**config.mk**
```make
export PLATFORM = sky130hd
export DESIGN_NAME = ps2_scancode_rx_flat
export DESIGN_NICKNAME = d
export VERILOG_FILES = /design/src/rtl/ps2_scancode_rx_if.sv /design/src/rtl/ps2_scancode_rx.sv /design/src/flat_wrapper.sv
export SDC_FILE = /design/constraint.sdc
export NUM_CORES = 1
export LEC_CHECK = 0
export BUFFER_PORTS_ARGS = -buffer_cell sky130_fd_sc_hd__buf_4
export CAP_MARGIN = 20
export CORE_ASPECT_RATIO = 1.2
export CORE_MARGIN = 2
export CORE_UTILIZATION = 59
export DETAILED_ROUTE_END_ITERATION = 12
export GPL_TIMING_DRIVEN = 0
export PLACE_DENSITY = 0.78
export SETUP_SLACK_MARGIN = 0.05
export SYNTH_ARGS = -nofsm -noshare
export SYNTH_HDL_FRONTEND = slang
export SYNTH_SLANG_ARGS = --single-unit
export TNS_END_PERCENT = 50
```
**constraint.sdc**
```tcl
create_clock -name clock -period 2.3 [get_ports clock]
set_input_delay 0.115 -clock clock [delete_from_list [all_inputs] [get_ports clock]]
set_output_delay 0.115 -clock clock [all_outputs]
set_load 0.1 [all_outputs]
```
**src/rtl/ps2_scancode_rx_if.sv**
```systemverilog
// Pin-side and decoded-output signals of the PS/2 scan-code receiver.
// The slave modport is the receiver's view; the master modport is the keyboard/consumer side.
interface ps2_scancode_rx_if;
  logic       ps2_clk;
  logic       ps2_dat;
  logic [7:0] scan_code;
  logic       scan_valid;
  logic       key_released;
  logic       frame_err;

  modport master (
    output ps2_clk, ps2_dat,
    input  scan_code, scan_valid, key_released, frame_err
  );

  modport slave (
    input  ps2_clk, ps2_dat,
    output scan_code, scan_valid, key_released, frame_err
  );
endinterface

```
**src/rtl/ps2_scancode_rx.sv**
```systemverilog
// PS/2 keyboard receiver: synchronises the pins, deframes 11-bit frames and tracks
// make/break sequences so that scan_code always shows the single most recently pressed key.
module ps2_scancode_rx #(
  parameter int TIMEOUT_CYCLES = 5000
) (
  input logic             clock,
  input logic             reset,
  ps2_scancode_rx_if.slave bus
);

  typedef enum logic [1:0] {IDLE, DATA, PARITY, STOP} state_t;

  localparam logic [12:0] TMO_LIMIT = 13'(TIMEOUT_CYCLES);

  state_t      state_q, state_d;
  logic [1:0]  clk_sync_q, clk_sync_d;
  logic [1:0]  dat_sync_q, dat_sync_d;
  logic        clk_prev_q, clk_prev_d;
  logic        fall_q, fall_d;
  logic        dat_smp_q, dat_smp_d;
  logic [2:0]  bit_cnt_q, bit_cnt_d;
  logic [12:0] tmo_q, tmo_d;
  logic [7:0]  shift_q, shift_d;
  logic        par_q, par_d;
  logic        brk_q, brk_d;
  logic        ext_q, ext_d;
  logic [7:0]  held_q, held_d;
  logic        valid_q, valid_d;
  logic        rel_q, rel_d;
  logic        err_q, err_d;
  logic        byte_ok;

  // The fall strobe and its data sample are registered together, giving three cycles of pin-to-strobe latency.
  always_comb begin
    clk_sync_d = {clk_sync_q[0], bus.ps2_clk};
    dat_sync_d = {dat_sync_q[0], bus.ps2_dat};
    clk_prev_d = clk_sync_q[1];
    fall_d     = clk_prev_q & ~clk_sync_q[1];
    dat_smp_d  = dat_sync_q[1];
  end

  always_comb begin
    state_d   = state_q;
    bit_cnt_d = bit_cnt_q;
    shift_d   = shift_q;
    par_d     = par_q;
    brk_d     = brk_q;
    ext_d     = ext_q;
    held_d    = held_q;
    valid_d   = 1'b0;
    rel_d     = 1'b0;
    err_d     = 1'b0;
    byte_ok   = 1'b0;

    if (state_q == IDLE || fall_q) tmo_d = '0;
    else                           tmo_d = tmo_q + 13'd1;

    case (state_q)
      IDLE: begin
        if (fall_q && !dat_smp_q) begin
          state_d   = DATA;
          bit_cnt_d = '0;
        end
      end
      DATA: begin
        if (fall_q) begin
          shift_d   = {dat_smp_q, shift_q[7:1]};
          bit_cnt_d = bit_cnt_q + 3'd1;
          if (bit_cnt_q == 3'd7) state_d = PARITY;
        end
      end
      PARITY: begin
        if (fall_q) begin
          par_d   = dat_smp_q;
          state_d = STOP;
        end
      end
      STOP: begin
        if (fall_q) begin
          state_d = IDLE;
          if (((^shift_q) ^ par_q) && dat_smp_q) byte_ok = 1'b1;
          else                                   err_d   = 1'b1;
        end
      end
      default: state_d = IDLE;
    endcase

    // A fall in the same cycle as the limit wins, so only a silent line can time out.
    if (state_q != IDLE && !fall_q && tmo_q == TMO_LIMIT) begin
      state_d = IDLE;
      tmo_d   = '0;
      err_d   = 1'b1;
    end

    if (err_d) begin
      brk_d = 1'b0;
      ext_d = 1'b0;
    end else if (byte_ok) begin
      if (shift_q == 8'hF0) begin
        brk_d = 1'b1;
      end else if (shift_q == 8'hE0) begin
        ext_d = 1'b1;
      end else if (ext_q) begin
        ext_d = 1'b0;
        brk_d = 1'b0;
      end else if (brk_q) begin
        brk_d = 1'b0;
        if (shift_q == held_q) begin
          held_d  = 8'h00;
          valid_d = 1'b1;
          rel_d   = 1'b1;
        end
      end else if (shift_q != held_q) begin
        held_d  = shift_q;
        valid_d = 1'b1;
      end
    end
  end

  always_ff @(posedge clock or negedge reset) begin
    if (!reset) begin
      state_q    <= IDLE;
      clk_sync_q <= '0;
      dat_sync_q <= '0;
      clk_prev_q <= 1'b0;
      fall_q     <= 1'b0;
      dat_smp_q  <= 1'b0;
      bit_cnt_q  <= '0;
      tmo_q      <= '0;
      brk_q      <= 1'b0;
      ext_q      <= 1'b0;
      held_q     <= 8'h00;
      valid_q    <= 1'b0;
      rel_q      <= 1'b0;
      err_q      <= 1'b0;
    end else begin
      state_q    <= state_d;
      clk_sync_q <= clk_sync_d;
      dat_sync_q <= dat_sync_d;
      clk_prev_q <= clk_prev_d;
      fall_q     <= fall_d;
      dat_smp_q  <= dat_smp_d;
      bit_cnt_q  <= bit_cnt_d;
      tmo_q      <= tmo_d;
      brk_q      <= brk_d;
      ext_q      <= ext_d;
      held_q     <= held_d;
      valid_q    <= valid_d;
      rel_q      <= rel_d;
      err_q      <= err_d;
    end
  end

  // Frame payload is only consumed after a full frame, so it needs no reset.
  always_ff @(posedge clock) begin
    shift_q <= shift_d;
    par_q   <= par_d;
  end

  assign bus.scan_code    = held_q;
  assign bus.scan_valid   = valid_q;
  assign bus.key_released = rel_q;
  assign bus.frame_err    = err_q;

endmodule

```
**src/flat_wrapper.sv**
```systemverilog
// flat-port wrapper written by rule: the top's interface ports become plain ports
module ps2_scancode_rx_flat 
#(
  parameter int TIMEOUT_CYCLES = 5000
)
  (clock, reset, bus_ps2_clk, bus_ps2_dat, bus_scan_code, bus_scan_valid, bus_key_released, bus_frame_err);
  ps2_scancode_rx_if bus_i ();
  input logic clock;
  input logic reset;
  input wire logic [$bits(bus_i.ps2_clk)-1:0] bus_ps2_clk;
  input wire logic [$bits(bus_i.ps2_dat)-1:0] bus_ps2_dat;
  output wire logic [$bits(bus_i.scan_code)-1:0] bus_scan_code;
  output wire logic [$bits(bus_i.scan_valid)-1:0] bus_scan_valid;
  output wire logic [$bits(bus_i.key_released)-1:0] bus_key_released;
  output wire logic [$bits(bus_i.frame_err)-1:0] bus_frame_err;
  assign bus_i.ps2_clk = bus_ps2_clk;
  assign bus_i.ps2_dat = bus_ps2_dat;
  assign bus_scan_code = bus_i.scan_code;
  assign bus_scan_valid = bus_i.scan_valid;
  assign bus_key_released = bus_i.key_released;
  assign bus_frame_err = bus_i.frame_err;
  ps2_scancode_rx #(.TIMEOUT_CYCLES(TIMEOUT_CYCLES)) u_core (.clock(clock), .reset(reset), .bus(bus_i));
endmodule
```
* After elaboration in Yosys (flattened, before gate mapping)
Index checks and enable logic that the tools add are counted.
Cells by class: bitwise operators 7, add/sub/neg operators 2, eq/ne operators 19, reduce and logical (&&, ||, !) cells 20, mux-type cells 44
Operator list (count):
- $mux W1 | 29
- $mux W13 | 2
- $mux W8 | 3
- $eq A8 B8 Y1 const B | 2
- $ne A3 B1 Y1 const B | 5
- $add A13 B1 Y13 const B | 1
- $eq A13 B13 Y1 const B | 1
- $mux W2 | 6
- $eq A8 B8 Y1 | 1
- $ne A8 B8 Y1 | 1
- $pmux W2 S4 | 1
- $reduce_and A2 Y1 | 4
- $reduce_bool A2 Y1 | 4
- $reduce_xor A8 Y1 | 1
- $reduce_and A7 Y1 | 1
- $mux W3 | 2
- $pmux W3 S2 | 1
- $not A1 Y1 | 5
- $reduce_and A5 Y1 | 1
- $eq A2 B2 Y1 const B | 2
- $logic_and A1 B1 Y1 | 4
- $ne A2 B1 Y1 const B | 2
- $ne A2 B2 Y1 const B | 2
- $add A3 B1 Y3 const B | 1
- other kinds (9) | 10
Storage, ports and cells: flip-flop bits (word level) 47, input port bits 4, logic and storage cells 108, output and inout bits 11

* Depth between registers and ports, before layout
word-level depth 9, gate-level depth with buffers 8, depth with buffers taken out 6

* Worst setup path after synthesis
Ideal clock, no wire load.
path kind register to register, start point register u_core.held_q[0] (netlist: u_core.bus.scan_code[0]), end point register u_core.held_q[0] (netlist: u_core.bus.scan_code[0]), library setup time 126 ps, slack -125 ps, stages on the path, launching flop included 7, arrival time 2300 ps, period minus slack after synthesis 2425 ps, buffers on the path 0, cells stage by stage dfrtp_1 xnor2_1 nand4_1 nor2_1 ha_1 nor3_4 mux2_2
Between the ends: word-level cells in the longest chain between the ends 3, elaborated cells on any way between the ends 5
RTL lines:
- from (decl) | RTL line ps2_scancode_rx.sv:27 | logic [7:0] held_q, held_d;
- from (signal assigned) | RTL line ps2_scancode_rx.sv:147 | held_q <= held_d;
- $eq A8 B8 Y1 / $ne A8 B8 Y1 (equally long branches) | RTL line ps2_scancode_rx.sv:108, ps2_scancode_rx.sv:113
- $ne A2 B2 Y1 (no source line) / $reduce_bool A2 Y1 (equally long branches)
- $reduce_and A7 Y1 (no source line) *
Mark *: on every way between the ends. The rest lies on a longest branch, timed or not. A chain may end at the register's enable or synchronous reset.

* Worst setup path in the final report
start point register u_core.shift_q[1], end point register u_core.held_q[5] (netlist: u_core.bus.scan_code[5])
Between the ends: word-level cells in the longest chain between the ends 9, elaborated cells on any way between the ends 20
RTL lines:
- from (decl) | RTL line ps2_scancode_rx.sv:23 | logic [7:0] shift_q, shift_d;
- from (signal assigned) | RTL line ps2_scancode_rx.sv:156 | shift_q <= shift_d;
- $reduce_xor A8 Y1 | RTL line ps2_scancode_rx.sv:81 | if (((^shift_q) ^ par_q) && dat_smp_q) byte_ok = 1'b1;
- $xor A1 B1 Y1 | RTL line ps2_scancode_rx.sv:81
- $logic_and A1 B1 Y1 | RTL line ps2_scancode_rx.sv:81
- $mux W1 | RTL line ps2_scancode_rx.sv:81
- $mux W1 | RTL line ps2_scancode_rx.sv:79 | if (fall_q) begin
- $mux W1 | RTL line ps2_scancode_rx.sv:58 | case (state_q)
- $mux W1 | RTL line ps2_scancode_rx.sv:89 | if (state_q != IDLE && !fall_q && tmo_q == TMO_LIMIT) begin
- $not A1 Y1 (no source line)
- $reduce_and A7 Y1 (no source line) *
Marked as above.

==> results.json <==
{
  "synth_top_area_share_pct": 41.1,
  "final_cell_area_um2": 2660,
  "crit_type": "register to register",
  "ant_nets": 0,
  "detail_route.vias_per_cell": 5.58,
  "syn-cell-area_um2": 2310,
  "rows": 24,
  "wl_um": 4440,
  "initialDrtViolationCount": 90,
  "slowest_delay_ns": 0.45,
  "grt_pass1_wl_um": 7120,
  "clockBufferDepth": 2,
  "die_w_um": 61.2,
  "clk_latency_ns": 0.31,
  "crit_required_ns": 2.50,
  "syn_to_final_growth_pct": 15.1,
  "htreeDepth": 2,
  "seq_area_um2": 1230,
  "async_flop_share_pct": 80.9,
  "crit_chain": "inv_1 -> ha_1 -> xnor3_2 -> xnor2_4 -> nor3_4 -> buf_6 -> mux2_2",
  "grt_start_max_net_pins": 39,
  "cp_top_family": "XOR/XNOR gates",
  "status": "finished, final reports clean",
  "initial_core_util_pct": 62.7,
  "cts_root_buf": "clkbuf_8",
  "yosys-top-cells-area": "dfrtp_1, edfxtp_1, ha_1",
  "min_period_ns": 2.15,
  "dieArea_um2": 4440,
  "antenna_found_initial": 0,
  "hold_viol_final": 0,
  "grt_pass1_vias": 1609,
  "portBuffers": 14,
  "max-vdd-ir-drop_mv": 0.583,
  "critical-path-slowest-cell": "xnor3_2",
  "power_mw": 2.86,
  "yosys.area.top_type": "dfrtp_1",
  "cp-start-kind": "register",
  "clk_pin_slew_ns": 0.09,
  "drive_gt1_share_pct": 20.9,
  "yosysUniqueCellTypes": 41,
  "finalSetupTns_ns": 0,
  "timing.final.crit_share_pct": 93.4,
  "io_pins": 15,
  "multi_input_area_um2": 1040,
  "finalSetupViolations": 0,
  "wl_per_cell_um": 15.5,
  "fmax_mhz": 465,
  "ys_seq_area_share_pct": 52.8,
  "syn_area_per_cell_um2": 11.2,
  "p_per_area_nw_per_um2": 1070,
  "die_h_um": 72.6,
  "final_nets": 252,
  "fin_worst_skew_ns": 0.0160,
  "min-delay-path-class": "primary input to async pin",
  "ys_warn_count": 0,
  "slew-limit-headroom_pct": 55.4,
  "synth_fp_nets": 225,
  "finalMaxSlewViolations": 0,
  "path_buf_inv": 2,
  "worst_setup_path_end_kind": "register",
  "drc": 0,
  "firstDrtPassIters": 4,
  "dpl.hpwl_um": 3090,
  "dpl_cell_area_um2": 2490,
  "worstPathMaxFanout": 6,
  "synth_edf_count": 9,
  "crit_arrival_ns": 2.35,
  "worst_slew_pin_slew_ns": 0.669,
  "p_leak_nw": 1.16,
  "rsz0062_at_grt": "no",
  "num-fill-cells": 268,
  "antenna_cells": 0,
  "syn_inst": 207,
  "cts_buffers": 5,
  "drv_cap": 0,
  "gp_congestion": 0.827,
  "cts_tree": "built",
  "ys_seq_elements": 47,
  "cts_num_sinks": 47,
  "vias": 1601,
  "grt_use_total_pct": 22.0,
  "core_area_um2": 3690,
  "ys.flop_type": "dfrtp_1",
  "grt_overflow_total": 0
}
synth_stat cells, types with 5 or more instances:
library cell and instances:
nand3_1 5, mux2_2 8, nor2_1 20, xor2_1 6, xnor2_1 12, edfxtp_1 9, a21oi_1 7, dfrtp_1 38
o21ai_0 5, inv_1 13, nand2_1 17, nand4_1 6, ha_1 14
final cells by class:
cell class	count	area share (%)
Sequential cell	47	46.2
Clock buffer	7	3.24
Clock inverter	1	0.329
Tap cell	52	2.44
Timing Repair Buffer	20	6.06
Multi-Input combinational cell	141	38.9
Buffer	6	0.939
Inverter	13	1.83
cells in the final DEF, fill, tap and decap left out, types with 3 or more instances in the layout:
cell           count
and3_1             3
nand3b_1           3
nor2b_1            4
nor2_1            20
ha_1              14
a21oi_1            7
and2_1             3
nand2_1           17
dfrtp_2            8
nand4_1            6
mux2_2             8
inv_1             13
dlygate4sd3_1      3
o21ai_0            5
buf_4             16
edfxtp_1           9
xor2_1             6
nor3_1             3
dfrtp_1           30
xnor2_1           12
clkbuf_8           6
nand3_1            5
clkbuf_1           4
layer usage:
layer  part of all wire (%)  track usage, %  up-vias
li1                       -               -      764
met5                      0               0        -
met1                     41            26.0      793
met2                     54            37.7       30
met4                    2.6            9.66        0
met3                    2.5            4.79       14
through the flow:
step	utilization [%]	worst slack, ns	std cells	hold slack [ns]
after floorplan	-	0.157	207	-0.181
after global placement	67.5	0.0366	273	0.101
after detailed placement	67.5	-0.0520	273	0.107
after CTS	71.5	0.0782	287	0.325
after global routing	72.1	0.0734	287	0.350
final	72.1	0.151	287	0.301
worst paths after layout:
path                                           start  cells after the start                 endpoint  slack (ns)
worst max-delay path               u_core.shift_q[1]                      7  u_core.bus.scan_code[5]        0.15
worst min-delay path                           reset                      2      u_core.bit_cnt_q[1]        0.30
worst max register to register     u_core.shift_q[1]                      7  u_core.bus.scan_code[5]        0.15
worst min register to register  u_core.clk_sync_q[0]                      0     u_core.clk_sync_q[1]        0.36
max in group asynchronous                      reset                      2  u_core.bus.scan_code[7]        1.64
min in group clock              u_core.clk_sync_q[0]                      0     u_core.clk_sync_q[1]        0.36
registers in the layout, indices dropped and copies added (netlist names), 2 cells and up:
register,flops
u_core.state_q,2
u_core.clk_sync_q,2
u_core.bit_cnt_q,3
u_core.tmo_q,13
u_core.shift_q,8
u_core.bus.scan_code,8
u_core.dat_sync_q,2
logic make-up (layout without fill, tap and decap cells):
group | after synthesis | count (layout) | synth area share, %
compound gates | 22 | 22 | 6.22
xor+xnor | 20 | 20 | 8.54
fa+ha+maj | 14 | 14 | 7.57
buf+inv | 19 | 47 | 3.19
flops | 47 | 47 | 52.8
mux | 8 | 8 | 3.89
simple gates | 77 | 77 | 17.8
timing repair:
item | in CTS | in global routing
resized for setup | 0 | 3
buffers inserted | 3 | 0
pin swaps | 2 | 1
endpoints found under the setup margin | 18 | 20
hold buffers | 3 | 0
hold endpoints to repair | 40 | 0
where the power goes:
| part | switching (mW) | internal (mW) |
|---|---|---|
| combinational | 0.804 | 0.392 |
| clock | 0.277 | 0.247 |
| sequential | 0.139 | 1.01 |
| total | 1.22 | 1.64 |
No activity file was read; power rests on OpenSTA's default activity.
